[config.mk]
export PLATFORM = sky130hd
export DESIGN_NAME = if_fetch_unit
export DESIGN_NICKNAME = d
export VERILOG_FILES = /design/src/rtl/if_fetch_unit.sv
export SDC_FILE = /design/constraint.sdc
export NUM_CORES = 1
export LEC_CHECK = 0
export BUFFER_PORTS_ARGS = -buffer_cell sky130_fd_sc_hd__buf_2
export CORE_ASPECT_RATIO = 1.5
export CORE_MARGIN = 10
export CORE_UTILIZATION = 52
export DETAILED_ROUTE_END_ITERATION = 16
export HOLD_SLACK_MARGIN = 0.02
export MAX_ROUTING_LAYER = met4
export PLACE_DENSITY = 0.87
export RECOVER_POWER = 100
export SYNTH_ARGS = -nofsm -noshare
export SYNTH_HDL_FRONTEND = slang
export SYNTH_SLANG_ARGS = --single-unit
export TNS_END_PERCENT = 20
[constraint.sdc]
create_clock -name clk_i -period 3.1 [get_ports clk_i]
set_clock_uncertainty 0.2 [all_clocks]
set_input_delay 0.465 -clock clk_i [delete_from_list [all_inputs] [get_ports clk_i]]
set_output_delay 0.465 -clock clk_i [all_outputs]
set_load 0.02 [all_outputs]
[src/rtl/if_fetch_unit.sv]
// IF-stage fetch engine: owns the PC, fetches over a gnt/rvalid handshake and writes the IF/ID side.
// Define FETCH_PERF_EN to add fetch/squash/stall performance counters.
module if_fetch_unit #(
   localparam int unsigned XLEN = 32,
   parameter logic [XLEN-1:0] RESET_PC = 32'h0000_0000,
   parameter logic [XLEN-1:0] PC_INC   = 32'd4
) (
   input  logic            clk_i,
   input  logic            rst_n_i,
   input  logic            stall_i,
   input  logic            jump_i,
   input  logic [XLEN-1:0] jump_addr_i,
   input  logic            branch_i,
   input  logic [XLEN-1:0] branch_addr_i,
   output logic            imem_req_o,
   output logic [XLEN-1:0] imem_addr_o,
   input  logic            imem_gnt_i,
   input  logic            imem_rvalid_i,
   input  logic [XLEN-1:0] imem_rdata_i,
   output logic [XLEN-1:0] addedPC_o,
   output logic [XLEN-1:0] inst_o,
   output logic            inst_valid_o,
   output logic [XLEN-1:0] pc_o
`ifdef FETCH_PERF_EN
   ,
   output logic [XLEN-1:0] perf_fetch_o,
   output logic [XLEN-1:0] perf_squash_o,
   output logic [XLEN-1:0] perf_stall_o
`endif
);

   typedef enum logic [1:0] {
      ST_IDLE = 2'd0,
      ST_REQ  = 2'd1,
      ST_WAIT = 2'd2,
      ST_HOLD = 2'd3
   } state_e;

   state_e            state_q, state_d;
   logic [XLEN-1:0]   pc_q, pc_d;
   logic              kill_q, kill_d;
   logic              req_q, req_d;
   logic [XLEN-1:0]   addr_q, addr_d;
   logic [XLEN-1:0]   added_q, added_d;
   logic [XLEN-1:0]   inst_q, inst_d;
   logic              valid_q, valid_d;

   logic              redirect;
   logic [XLEN-1:0]   target;
   logic [XLEN-1:0]   pc_inc;
   logic              resp_accept;
   logic              resp_kill;
   logic              flush_valid;

   // jump wins over branch when both request a redirect
   always_comb begin
      redirect = jump_i | branch_i;
      target   = jump_i ? jump_addr_i : branch_addr_i;
      pc_inc   = pc_q + PC_INC;
   end

   // next-state, PC and IF/ID payload
   always_comb begin
      state_d     = state_q;
      pc_d        = pc_q;
      kill_d      = kill_q;
      added_d     = added_q;
      inst_d      = inst_q;
      valid_d     = valid_q;
      resp_accept = 1'b0;
      resp_kill   = 1'b0;
      flush_valid = 1'b0;

      if (valid_q && !stall_i) begin
         valid_d = 1'b0;
      end

      unique case (state_q)
         ST_IDLE: begin
            state_d = ST_REQ;
         end
         ST_REQ: begin
            if (imem_gnt_i) begin
               state_d = ST_WAIT;
               kill_d  = redirect;
            end
         end
         ST_WAIT: begin
            if (imem_rvalid_i) begin
               if (kill_q || redirect) begin
                  resp_kill = 1'b1;
                  kill_d    = 1'b0;
                  state_d   = ST_REQ;
               end else begin
                  resp_accept = 1'b1;
                  inst_d      = imem_rdata_i;
                  added_d     = pc_inc;
                  valid_d     = 1'b1;
                  pc_d        = pc_inc;
                  state_d     = stall_i ? ST_HOLD : ST_REQ;
               end
            end else if (redirect) begin
               kill_d = 1'b1;
            end
         end
         ST_HOLD: begin
            if (!stall_i) begin
               state_d = ST_REQ;
            end
         end
         default: begin
            state_d = ST_IDLE;
         end
      endcase

      // redirect replaces the presented instruction with a NOP and overrides stall
      if (redirect) begin
         flush_valid = valid_q;
         pc_d        = target;
         added_d     = '0;
         inst_d      = '0;
         valid_d     = 1'b0;
         if (state_q == ST_HOLD) begin
            state_d = ST_REQ;
         end
      end

      req_d  = (state_d == ST_REQ);
      addr_d = pc_d;
   end

   always_ff @(posedge clk_i or negedge rst_n_i) begin
      if (!rst_n_i) begin
         state_q <= ST_IDLE;
         pc_q    <= RESET_PC;
         kill_q  <= 1'b0;
         req_q   <= 1'b0;
         addr_q  <= RESET_PC;
         added_q <= '0;
         inst_q  <= '0;
         valid_q <= 1'b0;
      end else begin
         state_q <= state_d;
         pc_q    <= pc_d;
         kill_q  <= kill_d;
         req_q   <= req_d;
         addr_q  <= addr_d;
         added_q <= added_d;
         inst_q  <= inst_d;
         valid_q <= valid_d;
      end
   end

   assign imem_req_o   = req_q;
   assign imem_addr_o  = addr_q;
   assign addedPC_o    = added_q;
   assign inst_o       = inst_q;
   assign inst_valid_o = valid_q;
   assign pc_o         = pc_q;

`ifdef FETCH_PERF_EN
   logic [XLEN-1:0] perf_fetch_q, perf_fetch_d;
   logic [XLEN-1:0] perf_squash_q, perf_squash_d;
   logic [XLEN-1:0] perf_stall_q, perf_stall_d;

   // a redirect can flush a live instruction and kill a response in one cycle
   always_comb begin
      perf_fetch_d  = perf_fetch_q + XLEN'(resp_accept);
      perf_squash_d = perf_squash_q + XLEN'(resp_kill) + XLEN'(flush_valid);
      perf_stall_d  = perf_stall_q + XLEN'(stall_i & valid_q);
   end

   always_ff @(posedge clk_i or negedge rst_n_i) begin
      if (!rst_n_i) begin
         perf_fetch_q  <= '0;
         perf_squash_q <= '0;
         perf_stall_q  <= '0;
      end else begin
         perf_fetch_q  <= perf_fetch_d;
         perf_squash_q <= perf_squash_d;
         perf_stall_q  <= perf_stall_d;
      end
   end

   assign perf_fetch_o  = perf_fetch_q;
   assign perf_squash_o = perf_squash_q;
   assign perf_stall_o  = perf_stall_q;
`else
   logic unused_perf;
   assign unused_perf = resp_accept ^ resp_kill ^ flush_valid;
`endif

endmodule

==> impl_metrics.env, run 1 <==
export IMPL_synth_most_common_cell="nand2_1"
export IMPL_rsz0062_at_grt="no"
export IMPL_yosys_area_top_type="dfrtp_1"
export IMPL_min_from="jump_addr_i[2]"
export IMPL_synth_commonest_cells="nand2_1, dfrtp_1, a21oi_1"
export IMPL_n_antenna_cell=0
export IMPL_final_fill_count=961
export IMPL_synth_edf_count=0
export IMPL_fmax_mhz=363.7
export IMPL_grt_pass1_wl_um=29500
export IMPL_area_delta_synth_final_pct=21.17
export IMPL_ant_nets=0
export IMPL_clk_pin_slew_ns=0.07
export IMPL_synth_distinct_cells=56
export IMPL_die_area_mm2=0.01529
export IMPL_cts_htree_levels=3
export IMPL_worstRegToRegCells=6
export IMPL_timing_rr_end="addedPC_o[30]"
export IMPL_finalNetCount=928
export IMPL_fin_crit_sh_pct=88.70
export IMPL_critPathKind="flop to flop"
export IMPL_cellPowerDensity_mw_per_mm2=512.7
export IMPL_holdPathEnd="imem_addr_o[2]"
export IMPL_yosysWarnings=0
export IMPL_grt_max_degree=49
export IMPL_setup_tns_ns=0
export IMPL_slowest_stage="nor4_1"
export IMPL_port_buffers=232
export IMPL_rr_startpoint="imem_addr_o[2]"
export IMPL_drt_total_wl_um=19060
export IMPL_fin_crit_ns=2.750
export IMPL_postCtsResizedCells=0
export IMPL_cp_max_fo=7
export IMPL_place_congestion=0.8810
export IMPL_antenna_found_initial=0
export IMPL_grt_overflow_total=0
export IMPL_die_w_um=104.3
export IMPL_clockBufferDepth=2
export IMPL_synth_area_per_cell_um2=8.822
export IMPL_synth_top_area_share_pct=45.55
export IMPL_reg2reg_slack_ns=0.35
export IMPL_hold_depth=3
export IMPL_ios=233
export IMPL_finalPower_mw=3.447
export IMPL_core_mm2=0.01053
export IMPL_ys_top_cells_by_area="dfrtp_1, a21oi_1, nand2_1"
export IMPL_slew_violations=0
export IMPL_rows=46
export IMPL_dpl_hpwl_um=14500
export IMPL_post_route_drc_count=0
export IMPL_first_global_vias=5461
export IMPL_synth_seq_area_share_pct=45.55
export IMPL_numCtsBuffers=9
export IMPL_netlist_area_mm2=0.005549
export IMPL_die_h_um=146.5
export IMPL_peakVddDrop_uv=344.0
export IMPL_cp_end_kind="flop"
export IMPL_vias_per_cell=5.694
export IMPL_max_cap_viol_count=0
export IMPL_syn_num_nets=738
export IMPL_ys_seq_elements=101
export IMPL_cp_start_kind="flop"
export IMPL_placed_cell_area_mm2=0.006644
export IMPL_drt_initial_drc_count=380
export IMPL_synth_flop_cell="dfrtp_1"
export IMPL_drive_gt1_share_pct=17.23
export IMPL_hp_class="primary input to flop"
export IMPL_cts_tree="yes"
export IMPL_crit_required_ns=3.13
export IMPL_cts_setup_buffers=0
export IMPL_worstPathArrival_ns=2.78
export IMPL_routedWlPerCell_um=19.69
export IMPL_status="completed"
export IMPL_fin_area_mm2=0.006724
export IMPL_cts_root_buf="clkbuf_16"
export IMPL_hold_viol_final=0
export IMPL_grt_usage_pct=24.69
export IMPL_setup_viol=0
export IMPL_slowest_delay_ns=0.77
export IMPL_postCtsHoldBufs=1
export IMPL_path_cells="ha_1, nand4_1, nor4_1, and4_4, xnor2_1, a21oi_1"
export IMPL_async_flop_share_pct=100.0
export IMPL_slew_headroom_pct=17.28
export IMPL_cts_sinks=101
export IMPL_initial_core_util_pct=52.68
export IMPL_drtPass1Iterations=5
export IMPL_tightest_slew_ns=1.241
export IMPL_clock_latency_ns=0.35
export IMPL_vias=5512
export IMPL_netlist_instances=629
export IMPL_p_leak_nw=2.884
[critical path: cells and delay by family, from the launching register on]
family	cells	cell delay, ns
AOI/OAI and AO/OA	1	0.09
DFF	1	0.57
adders and majority gates	1	0.35
and+or+nand+nor	3	1.30
xor gates and xnor gates	1	0.12
[metal layers]
| metal | up-vias | track usage (%) | part of all wire, % | routed length [µm] |
|---|---|---|---|---|
| li1 | 2552 | - | - | - |
| met1 | 2626 | 27.21 | 38 | 7218 |
| met2 | 286 | 42.00 | 51 | 9758 |
| met3 | 48 | 5.639 | 7.3 | 1400 |
| met4 | 0 | 10.13 | 3.6 | 682 |
| met5 | - | - | 0 | 0 |
[cell usage in the layout (no fill, tap or decap), types with 5 or more instances in the layout]
cell type / instances
nand3_1: 16
o21ai_0: 44
ha_1: 6
nand2_1: 114
inv_1: 12
buf_2: 100
dfrtp_1: 101
a2bb2oi_1: 10
a211oi_1: 5
a31oi_1: 6
nor2b_1: 5
o221ai_1: 7
nor3_1: 8
nor2_1: 25
and3_1: 5
a22oi_1: 12
clkbuf_16: 9
clkbuf_1: 141
xor2_1: 17
xnor2_1: 14
buf_4: 11
a21oi_1: 96
nand4_1: 9
[stage by stage]
stage | hold slack (ns) | setup WS [ns] | instances | util, %
after global routing | 0.1327 | 0.2774 | 968 | 63.84
after floorplan | -0.03059 | 0.9611 | 629 | -
after detailed placement | 0.3113 | 0.7349 | 951 | 63.08
after CTS | 0.1216 | 0.7067 | 968 | 66.01
after global placement | 0.3056 | 0.7029 | 951 | 63.08
final | 0.1274 | 0.3504 | 968 | 63.84
[cells by family after synthesis]
kind of cell	count (synthesis)	share of synthesized area, %
adders and majority gates	6	1.353
muxes	4	0.7441
DFF	101	45.55
and+or+nand+nor	203	18.20
AOI/OAI and AO/OA	197	20.79
buffers and inverters	87	8.478
xor gates and xnor gates	31	4.893
[registers in the layout, summed over array words and instances, names as in the netlist]
name,count
inst_valid_o,1
state_q,2
kill_q,1
imem_addr_o,32
addedPC_o,32
imem_req_o,1
inst_o,32
[power breakdown]
| group | switching [mW] | internal [mW] | total, mW |
|---|---|---|---|
| clock | 0.507 | 0.633 | 1.14 |
| sequential | 0.134 | 1.40 | 1.53 |
| combinational | 0.504 | 0.270 | 0.774 |
| total | 1.15 | 2.30 | 3.45 |
[how the worst max path moves through the flow]
stage / depth (start not counted) / endpoint / from
floorplan: 6 / imem_addr_o[14] / imem_addr_o[2]
global placement: 6 / imem_addr_o[14] / imem_addr_o[2]
detailed placement: 6 / imem_addr_o[14] / imem_addr_o[2]
CTS: 6 / imem_addr_o[14] / imem_addr_o[2]
global route: 3 / imem_addr_o[16] / rst_n_i
finish: 6 / addedPC_o[30] / imem_addr_o[2]
[cell type report]
cell class / instances / area [µm²] / area share [%]
Inverter: 12 / 45.04 / 0.6699
Multi-Input combinational cell: 441 / 2529 / 37.61
Clock inverter: 6 / 70.07 / 1.042
Clock buffer: 10 / 229.0 / 3.405
Sequential cell: 101 / 2527 / 37.59
Tap cell: 144 / 180.2 / 2.680
Timing Repair Buffer: 254 / 1144 / 17.01
Power figures use the tool's default switching activity.
==> run 2: changes to the inputs <==
CORE_ASPECT_RATIO = default   (was 1.5)
CORE_UTILIZATION = 49   (was 52)
PLACE_DENSITY = 0.83   (was 0.87)
clock period = 2.6 ns   (was 3.1 ns; I/O delays follow)
==> run 2 against run 1 <==
Cell count is 0.10% higher. Power is 21% higher. Worst setup slack worse by 0.10 ns. Utilization is 2.1 points lower. Sequential power is 19% higher. Largest power group unchanged. Critical endpoint is now imem_addr_o[8]. Cell area is 0.84% higher. Critical path depth is 2 higher. Wire length is 5.2% lower.
==> impl_metrics.env, run 2 (synthesis results as in run 1) <==
export IMPL_setup_viol=0
export IMPL_post_route_drc_count=0
export IMPL_cp_max_fo=16
export IMPL_slowest_delay_ns=0.60
export IMPL_slew_headroom_pct=5.809
export IMPL_drive_gt1_share_pct=18.94
export IMPL_critical_path_top_delay_family="buffers and inverters"
export IMPL_crit_required_ns=2.66
export IMPL_layout_commonest_cell="clkbuf_1"
export IMPL_p_leak_nw=2.932
export IMPL_max_cap_viol_count=0
export IMPL_tightest_slew_ns=1.413
export IMPL_vias_per_cell=5.498
export IMPL_first_global_vias=5346
export IMPL_ios=233
export IMPL_ant_nets=0
export IMPL_clk_pin_slew_ns=0.08
export IMPL_finalPower_mw=4.166
export IMPL_rsz0062_at_grt="no"
export IMPL_slew_violations=0
export IMPL_finalNetCount=933
export IMPL_stdcell_count=969
export IMPL_holdWs_ns=0.05266
export IMPL_die_area_mm2=0.01598
export IMPL_place_congestion=0.8864
export IMPL_numCtsBuffers=9
export IMPL_placed_cell_area_mm2=0.006689
export IMPL_fin_crit_sh_pct=90.36
export IMPL_antenna_found_initial=0
export IMPL_grt_usage_pct=22.32
export IMPL_cellPowerDensity_mw_per_mm2=614.5
export IMPL_n_antenna_cell=0
export IMPL_fin_crit_ns=2.349
export IMPL_routedWlPerCell_um=18.66
export IMPL_setup_tns_ns=0
export IMPL_cts_root_buf="clkbuf_16"
export IMPL_cts_tree="yes"
export IMPL_drt_total_wl_um=18080
export IMPL_fmax_mhz=425.6
export IMPL_die_h_um=126.4
export IMPL_worstPathArrival_ns=2.41
export IMPL_drtPass1Iterations=5
export IMPL_cp_end_kind="flop"
export IMPL_cp_start_kind="primary input"
export IMPL_die_w_um=126.4
export IMPL_grt_pass1_wl_um=28670
export IMPL_path_cells="clkbuf_1, clkbuf_1, nor2b_1, buf_4, a22oi_1, a21oi_1, nor2_1, a21oi_1"
export IMPL_clock_latency_ns=0.34
export IMPL_cts_htree_levels=3
export IMPL_core_mm2=0.01098
export IMPL_placed_cells=952
export IMPL_fin_area_mm2=0.006780
export IMPL_port_buffers=232
export IMPL_drt_initial_drc_count=445
export IMPL_peakVddDrop_uv=420.3
export IMPL_slowest_stage="clkbuf_1"
export IMPL_vias=5328
export IMPL_dpl_hpwl_um=13780
export IMPL_hp_class="primary input to flop"
export IMPL_dp_slack_ns=0.2936
export IMPL_grt_max_degree=58
export IMPL_critPathKind="primary input to flop"
export IMPL_crit_buf_inv=3
export IMPL_final_cell_mix="clkbuf_1, nand2_1, buf_2"
export IMPL_grt_overflow_total=0
export IMPL_cts_sinks=101
export IMPL_hold_viol_final=0
export IMPL_initial_core_util_pct=50.52
export IMPL_status="completed"
export IMPL_setup_slack_ns=0.2505
export IMPL_clockBufferDepth=2
export IMPL_rows=38
export IMPL_area_delta_synth_final_pct=22.19
export IMPL_final_core_util_pct=61.73
[run 2: timing repair]
item	CTS	global route
resized for setup	0	0
hold endpoints to repair	52	0
hold buffers	1	0
setup buffers	0	0
[run 2: layout make-up]
class / instances / area (µm²)
Fill cell: 1083 / 4203
Clock buffer: 9 / 225.2
Tap cell: 140 / 175.2
Timing Repair Buffer: 259 / 1195
Multi-Input combinational cell: 441 / 2520
Sequential cell: 101 / 2527
Clock inverter: 7 / 92.59
Inverter: 12 / 45.04
[run 2: where the power goes]
group          leakage, nW  switching, mW  total, mW  internal [mW]
sequential            1.36          0.152       1.82           1.67
clock                0.155          0.645       1.42          0.773
combinational         1.42          0.600      0.929          0.329
[run 2: metal layers]
layer,global-route usage (%),vias up,routed length (µm)
met5,-,-,0
li1,-,2561,-
met3,4.415,21,1414
met4,5.626,0,280
met1,28.38,2504,7571
met2,35.75,242,8810
[run 2: final timing paths]
kind                                start              end  slack (ns)  depth (start not counted)
setup / recovery                 branch_i   imem_addr_o[8]        0.25                          8
hold / removal             jump_addr_i[2]   imem_addr_o[2]        0.05                          3
setup reg to reg               state_q[0]  imem_addr_o[13]        0.26                          6
hold reg to reg                 inst_o[1]        inst_o[1]        0.32                          2
max in group asynchronous         rst_n_i   imem_addr_o[9]        0.42                          3
min in group asynchronous         rst_n_i    addedPC_o[12]        0.71                          2
[run 2: worst reg2reg max path, cell delays in order, from the launching register on]
cell and delay (ns):
dfrtp_1 0.43, inv_1 0.10, ha_1 0.24, nand3b_1 0.36, nor4_1 0.47, mux2i_1 0.13
a221o_1 0.29
